<file path="src/rtl/hex_to_word.sv">
// hex_to_word: streams "0x" followed by the hex digits of a latched value,
// one ASCII character at a time, over a valid/ready handshake.
// Leading zero digits are optionally suppressed.
module hex_to_word #(
    parameter  int DATA          = 32,
    parameter  int LEADING_ZEROS = 0,
    localparam int NIB           = DATA / 4,
    localparam int LEN_BITS      = $clog2(NIB + 2) + 1
) (
    input  logic                i_clk,
    input  logic                i_reset,
    input  logic                i_en,
    input  logic [DATA-1:0]     i_data,
    input  logic                i_ready,
    output logic [7:0]          o_char,
    output logic                o_valid,
    output logic                o_busy,
    output logic                o_done,
    output logic [LEN_BITS-1:0] o_len
);

    localparam int IDX_W = (NIB > 1) ? $clog2(NIB) : 1;

    typedef enum logic [2:0] {
        S_IDLE,
        S_PFX0,
        S_PFX1,
        S_DIGIT,
        S_DONE
    } state_t;

    state_t              state_q, state_d;
    logic [DATA-1:0]     data_q, data_d;
    logic [IDX_W-1:0]    idx_q, idx_d;
    logic [LEN_BITS-1:0] len_q, len_d;

    logic [NIB-1:0]      nz;
    logic [IDX_W-1:0]    start_idx;
    logic [3:0]          nibble;
    logic                xfer;

    // Per-nibble nonzero flags of the incoming value.
    generate
        for (genvar gi = 0; gi < NIB; gi++) begin : g_nz
            assign nz[gi] = |i_data[gi*4 +: 4];
        end
    endgenerate

    // First digit to print: the top nibble, or the highest nonzero one
    // (nibble 0 when the whole value is zero, so one "0" digit appears).
    always_comb begin
        start_idx = '0;
        if (LEADING_ZEROS != 0) begin
            start_idx = IDX_W'(NIB - 1);
        end else begin
            for (int i = 0; i < NIB; i++) begin
                if (nz[i]) begin
                    start_idx = IDX_W'(i);
                end
            end
        end
    end

    // Character currently pointed at by the nibble index.
    assign nibble = data_q[{idx_q, 2'b00} +: 4];

    // Output decode purely from registered state so a stalled character
    // stays put while i_ready is low.
    always_comb begin
        o_char  = 8'h00;
        o_valid = 1'b0;
        o_busy  = (state_q != S_IDLE);
        o_done  = (state_q == S_DONE);
        case (state_q)
            S_PFX0: begin
                o_char  = 8'h30;
                o_valid = 1'b1;
            end
            S_PFX1: begin
                o_char  = 8'h78;
                o_valid = 1'b1;
            end
            S_DIGIT: begin
                o_char  = (nibble < 4'd10) ? (8'h30 + {4'h0, nibble})
                                           : (8'h37 + {4'h0, nibble});
                o_valid = 1'b1;
            end
            default: ;
        endcase
    end

    assign xfer  = o_valid & i_ready;
    assign o_len = len_q;

    // Next-state logic: start latch, prefix, digit walk, done pulse.
    always_comb begin
        state_d = state_q;
        data_d  = data_q;
        idx_d   = idx_q;
        len_d   = len_q;
        case (state_q)
            S_IDLE: begin
                if (i_en) begin
                    data_d  = i_data;
                    len_d   = '0;
                    idx_d   = start_idx;
                    state_d = S_PFX0;
                end
            end
            S_PFX0: begin
                if (xfer) begin
                    len_d   = len_q + 1'b1;
                    state_d = S_PFX1;
                end
            end
            S_PFX1: begin
                if (xfer) begin
                    len_d   = len_q + 1'b1;
                    state_d = S_DIGIT;
                end
            end
            S_DIGIT: begin
                if (xfer) begin
                    len_d = len_q + 1'b1;
                    if (idx_q == '0) begin
                        state_d = S_DONE;
                    end else begin
                        idx_d = idx_q - 1'b1;
                    end
                end
            end
            S_DONE: begin
                state_d = S_IDLE;
            end
            default: begin
                state_d = S_IDLE;
            end
        endcase
    end

    // State registers with synchronous reset taking priority.
    always_ff @(posedge i_clk) begin
        if (i_reset) begin
            state_q <= S_IDLE;
            data_q  <= '0;
            idx_q   <= '0;
            len_q   <= '0;
        end else begin
            state_q <= state_d;
            data_q  <= data_d;
            idx_q   <= idx_d;
            len_q   <= len_d;
        end
    end

endmodule

</file>
<file path="config.mk">
export PLATFORM = sky130hd
export DESIGN_NAME = hex_to_word
export DESIGN_NICKNAME = d
export VERILOG_FILES = /design/src/rtl/hex_to_word.sv
export SDC_FILE = /design/constraint.sdc
export NUM_CORES = 1
export LEC_CHECK = 0
export BUFFER_PORTS_ARGS = -buffer_cell sky130_fd_sc_hd__buf_2
export CORE_ASPECT_RATIO = 0.7
export CORE_MARGIN = 2
export CORE_UTILIZATION = 30
export DETAILED_ROUTE_END_ITERATION = 12
export HOLD_SLACK_MARGIN = 0.15
export PLACE_DENSITY = 0.63
export SYNTH_ARGS = -nofsm -noshare
export SYNTH_HDL_FRONTEND = slang
export SYNTH_SLANG_ARGS = --single-unit
</file>
<file path="constraint.sdc">
create_clock -name i_clk -period 2.64 [get_ports i_clk]
set_clock_uncertainty 0.15 [all_clocks]
set_input_delay 0.792 -clock i_clk [delete_from_list [all_inputs] [get_ports i_clk]]
set_output_delay 0.792 -clock i_clk [all_outputs]
set_load 0.02 [all_outputs]
</file>
# --- Word-level counts from Yosys, hierarchy flattened ---
# Index checks and enable logic that the tools add are counted.
op_classes:
  bitwise: 1
  n_mux: 23
  n_addsub: 4
  reduce_logical: 17
  n_shift: 1
  n_eq_ne: 11
  n_lt_le_gt_ge: 1
op_table:
  columns: ["cell", "n"]
  rows:
  - ["$mux W3", 14]
  - ["$shiftx A32 B6 Y4", 1]
  - ["$reduce_or A4 Y1", 7]
  - ["$pmux W7 S3", 1]
  - ["$add A6 B4 Y7 const A", 2]
  - ["$ne A2 B2 Y1 const B", 6]
  - ["$pmux W3 S4", 1]
  - ["$mux W5", 2]
  - ["$pmux W5 S2", 1]
  - ["$mux W7", 1]
  - ["$eq A3 B2 Y1 const B", 2]
  - ["$logic_not A3 Y1", 2]
  - ["$pmux W3 S2", 1]
  - ["$add A5 B1 Y5 const B", 1]
  - ["$reduce_and A5 Y1", 1]
  - ["$lt A4 B4 Y1 const B", 1]
  - ["$reduce_and A4 Y1", 1]
  - ["$reduce_bool A2 Y1", 2]
  - ["$eq A3 B1 Y1 const B", 1]
  - ["$eq A3 B3 Y1 const B", 1]
  - ["$reduce_and A3 Y1", 1]
  - ["$reduce_bool A3 Y1", 1]
  - ["$reduce_or A3 Y1", 1]
  - ["$sub A3 B1 Y3 const B", 1]
  - ["4 further kinds", 5]
totals:
  inputBits: 36
  regBits: 43
  output_inout_bits: 16
  word_cells: 62

# --- Depth between registers and ports, before layout ---
depth:
  ltp_word: 10
  depth_mapped: 8
  ltp_nobuf: 7

# --- Worst setup path before layout ---
# No wires, ideal clock.
synth_timing:
  path_kind: "reg-to-output"
  from: "register idx_q[1]"
  to: "output port o_char[1]"
  path_slack_ps: -374
  stages_incl_launch_ff: 6
  arrival_ps: 2072
  path_buffers: 1
  required_ps: 1698
  cell_sequence: "dfxtp_1 > buf_6 > mux4_2 > mux2i_4 > ha_1 > a221oi_1"
synth_via:
  elab_chain_cells: 4
  elab_cells_between_ends: 6
  cone_classes: "add/sub (2); order compare (1); shift (1); mux (2)"
synth_rtl:
  columns: ["item", "line", "rtl"]
  rows:
  - ["start: declaration", "34", "logic [IDX_W-1:0] idx_q, idx_d;"]
  - ["start signal: assignment", "151", "idx_q <= idx_d;"]
  - ["$shiftx A32 B6 Y4 *", "65", "assign nibble = data_q[{idx_q, 2'b00} +: 4];"]
  - ["$add A6 B4 Y7 (tied with other cells)", "85", ": (8'h37 + {4'h0, nibble});"]
  - ["$mux W7 *", "84", "o_char = (nibble < 4'd10) ? (8'h30 + {4'h0, nibble})"]
  - ["$pmux W7 S3 *", "74", "case (state_q)"]
  - ["end: declaration", "15", "output logic [7:0] o_char,"]
# Every way passes the cells marked *; elsewhere a longest branch is shown, timed or not.

# --- Worst setup path in the final report ---
layout_timing:
  from: "register idx_q[1]"
  to: "output port o_char[0]"
# The elaborated chain is that of the path after synthesis.

==> flow_metrics.py <==
metrics = {
    "run": {
        "maxCapViolCount": 0,
    },
    "floorplanning": {
        "fp.coreArea_sq_um": 7250,
        "start_util_pct": 30.6,
        "rows": 26,
        "die_x_um": 107,
        "die_area_sq_um": 8130,
        "die_h_um": 76.0,
        "io_pins": 52,
    },
    "route": {
        "met3_length_um": 277,
        "met1Wirelength_um": 3240,
        "via_count": 2141,
        "routed.top_layer": "met4",
        "wl_met2_um": 2600,
        "wl_per_cell_um": 14.3,
        "ant_nets": 0,
        "vias_per_cell": 4.94,
        "firstDrtPassIters": 5,
        "wl_um": 6200,
        "first_iter_violations": 200,
        "drc": 0,
    },
    "critical_path": {
        "end_kind": "output pin",
        "crit_path_start": "idx_q[1]",
        "r2r-start": "idx_q[0]",
        "path_class": "reg2out",
        "crit_required_ns": 1.70,
        "cpMaxStageDelayCell": "mux4_2",
        "max_stage_delay_ns": 0.53,
        "crit_path_max_fanout": 5,
        "path_cells": "mux4_2 > mux2i_4 > buf_6 > nand2_2 > a21o_1 > a21oi_2 > buf_6",
        "critPathLaunchType": "register",
        "cp_common_cell": "buf_6",
        "crit_arrival_ns": 2.14,
    },
    "yosys": {
        "yosys.area.top_type": "dfxtp_1",
        "yosysSeqAreaShare_pct": 38.7,
        "synth_area_per_cell_sq_um": 8.23,
        "syn_area_sq_um": 2220,
        "ys_ff_latch": 43,
        "synth_edf_count": 0,
        "syn_inst": 270,
        "synth-main-ff-cell": "dfxtp_1",
        "synth_top_area_share_pct": 38.7,
        "ys_types": 49,
        "syn_nets": 310,
        "yosysWarningCount": 0,
        "ys_async_sr_fraction_pct": 0,
        "synthTopCellsByArea": "dfxtp_1, nand2_1, a21oi_1",
    },
    "cells_and_area": {
        "final_util_pct": 40.3,
        "fin_cells": 433,
        "diodes": 0,
        "area_growth_pct": 31.6,
        "nNetsFinal": 375,
        "drive_gt1_share_pct": 31.9,
        "multi_input_area_sq_um": 1320,
        "final_common_cell": "nand2_1",
        "final_cell_mix": "nand2_1, buf_2, a21oi_1",
        "fill_cells": 750,
        "seq_area_sq_um": 866,
    },
    "run_status": {
        "status": "finished, violations left",
        "violations": "setup timing",
    },
    "timing": {
        "setup_ws_ns": -0.446,
        "fmax_ghz": 0.324,
        "finalSetupViolCount": 7,
        "finalHoldViolations": 0,
        "slew_viol_final": 0,
        "grt_setup_unrepaired": "true",
        "tns_ns": -2.95,
        "slew_headroom_pct": 60.0,
        "worstMarginPinSlew_ns": 0.595,
        "period_needed_ns": 3.09,
        "finalCritPeriodShare_pct": 117,
    },
    "worst_hold_path": {
        "hold_start": "data_q[0]",
        "holdCritPathClass": "reg2reg",
    },
    "placement": {
        "hpwl_um": 4750,
        "dp_cells": 421,
        "portBuffers": 50,
        "place_congestion": 0.853,
    },
    "cts": {
        "cts_buffer_depth": 2,
        "cts_tree": "yes",
        "path_clk_slew_ns": 0.08,
        "clock_latency_ns": 0.30,
        "htreeDepth": 2,
        "cts_buffers": 5,
        "cts_sinks": 43,
        "root_buffer": "clkbuf_8",
        "cts_hold_buf": 0,
    },
    "grt": {
        "grt_pass1_wl_um": 10100,
        "antenna_found_initial": 0,
        "grt_use_total_pct": 15.9,
        "grt_pass1_vias": 2032,
        "grt_overflow": 0,
        "grt_max_degree": 33,
    },
    "power_and_ir_drop": {
        "ir_worst_vdd_uv": 236,
        "power.total_mw": 1.93,
        "p_leak_nw": 1.15,
        "power_density_nw_per_um2": 660,
    },
}
path summary, 6_finish.rpt:
path              depth (start not counted)        end  slack (ns)
hold / removal                            2  data_q[0]        0.31
setup reg to reg                          9   idx_q[0]        0.47
hold reg to reg                           2  data_q[0]        0.31
setup / recovery                          7  o_char[0]       -0.45
per-stage QoR:
stage          hold slack, ns  worst slack (ns)  cell area, sq um
2_1_floorplan           0.282            -0.169              2280
3_5_place_dp            0.299            -0.211              2730
6_report                0.312            -0.446              2930
4_1_cts                 0.310            -0.442              2890
3_3_place_gp            0.291            -0.177              2730
5_1_grt                 0.329            -0.498              2930
per-layer routing:
metal / GRT usage, % / vias to the layer above
met1: 24.2 / 1007
met2: 22.4 / 46
met3: 3.25 / 8
met5: 0 / -
li1: - / 1080
met4: 5.06 / 0
critical path, delay by kind of cell, from the launching register on:
| family | cells | cell delay [ns] |
|---|---|---|
| mux | 2 | 0.77 |
| flops | 1 | 0.39 |
| compound gates | 2 | 0.34 |
| buf+inv | 2 | 0.29 |
| simple gates | 1 | 0.05 |
cell type report:
type / instances / area share [%]
clock buffers: 6 / 2.48
multi-input cells: 202 / 45.0
repair buffers: 76 / 16.8
well taps: 98 / 4.19
flip-flops and latches: 43 / 29.6
clock inverters: 1 / 1.03
inverters: 7 / 0.941
registers in the layout, summed over array words and instances (netlist names):
signal   flops
idx_q        3
state_q      3
o_len        5
data_q      32
repair_timing:
| action | CTS | global route |
|---|---|---|
| setup buffers | 3 | 2 |
| resized for setup | 17 | 4 |
| pin swaps | 6 | 3 |
| endpoints found under the hold margin | 0 | 0 |
| setup endpoints to repair | 7 | 7 |
synthesized netlist by cell type, drive strengths merged (2+ instances only):
master / instances
ha: 4
o21a: 2
clkbuf: 12
o21ai: 6
nand3: 7
nand2b: 4
xor2: 4
dfxtp: 43
nor4: 7
buf: 6
a21boi: 3
a21o: 2
or3: 2
inv: 6
nand4: 2
nand2: 71
a21oi: 46
mux2i: 3
nor2: 5
nor3: 9
mux4: 8
cells by family after synthesis:
family                   count (synthesis)  synth area share [%]
buffers and inverters                   25                  4.90
multiplexers                            12                  11.6
AND/OR/NAND/NOR                        113                  23.2
AO/OA/AOI/OAI                           68                  17.6
other                                    1                 0.169
adder cells (fa/ha/maj)                  4                  2.25
flip-flops                              43                  38.7
XOR/XNOR                                 4                  1.58
where the power goes:
group | switching (mW) | total (mW) | internal [mW]
Sequential | 0.0604 | 0.775 | 0.714
Clock | 0.221 | 0.499 | 0.277
Combinational | 0.349 | 0.659 | 0.310
Total | 0.631 | 1.93 | 1.30
Note: power is estimated with default switching activity, not from simulation.
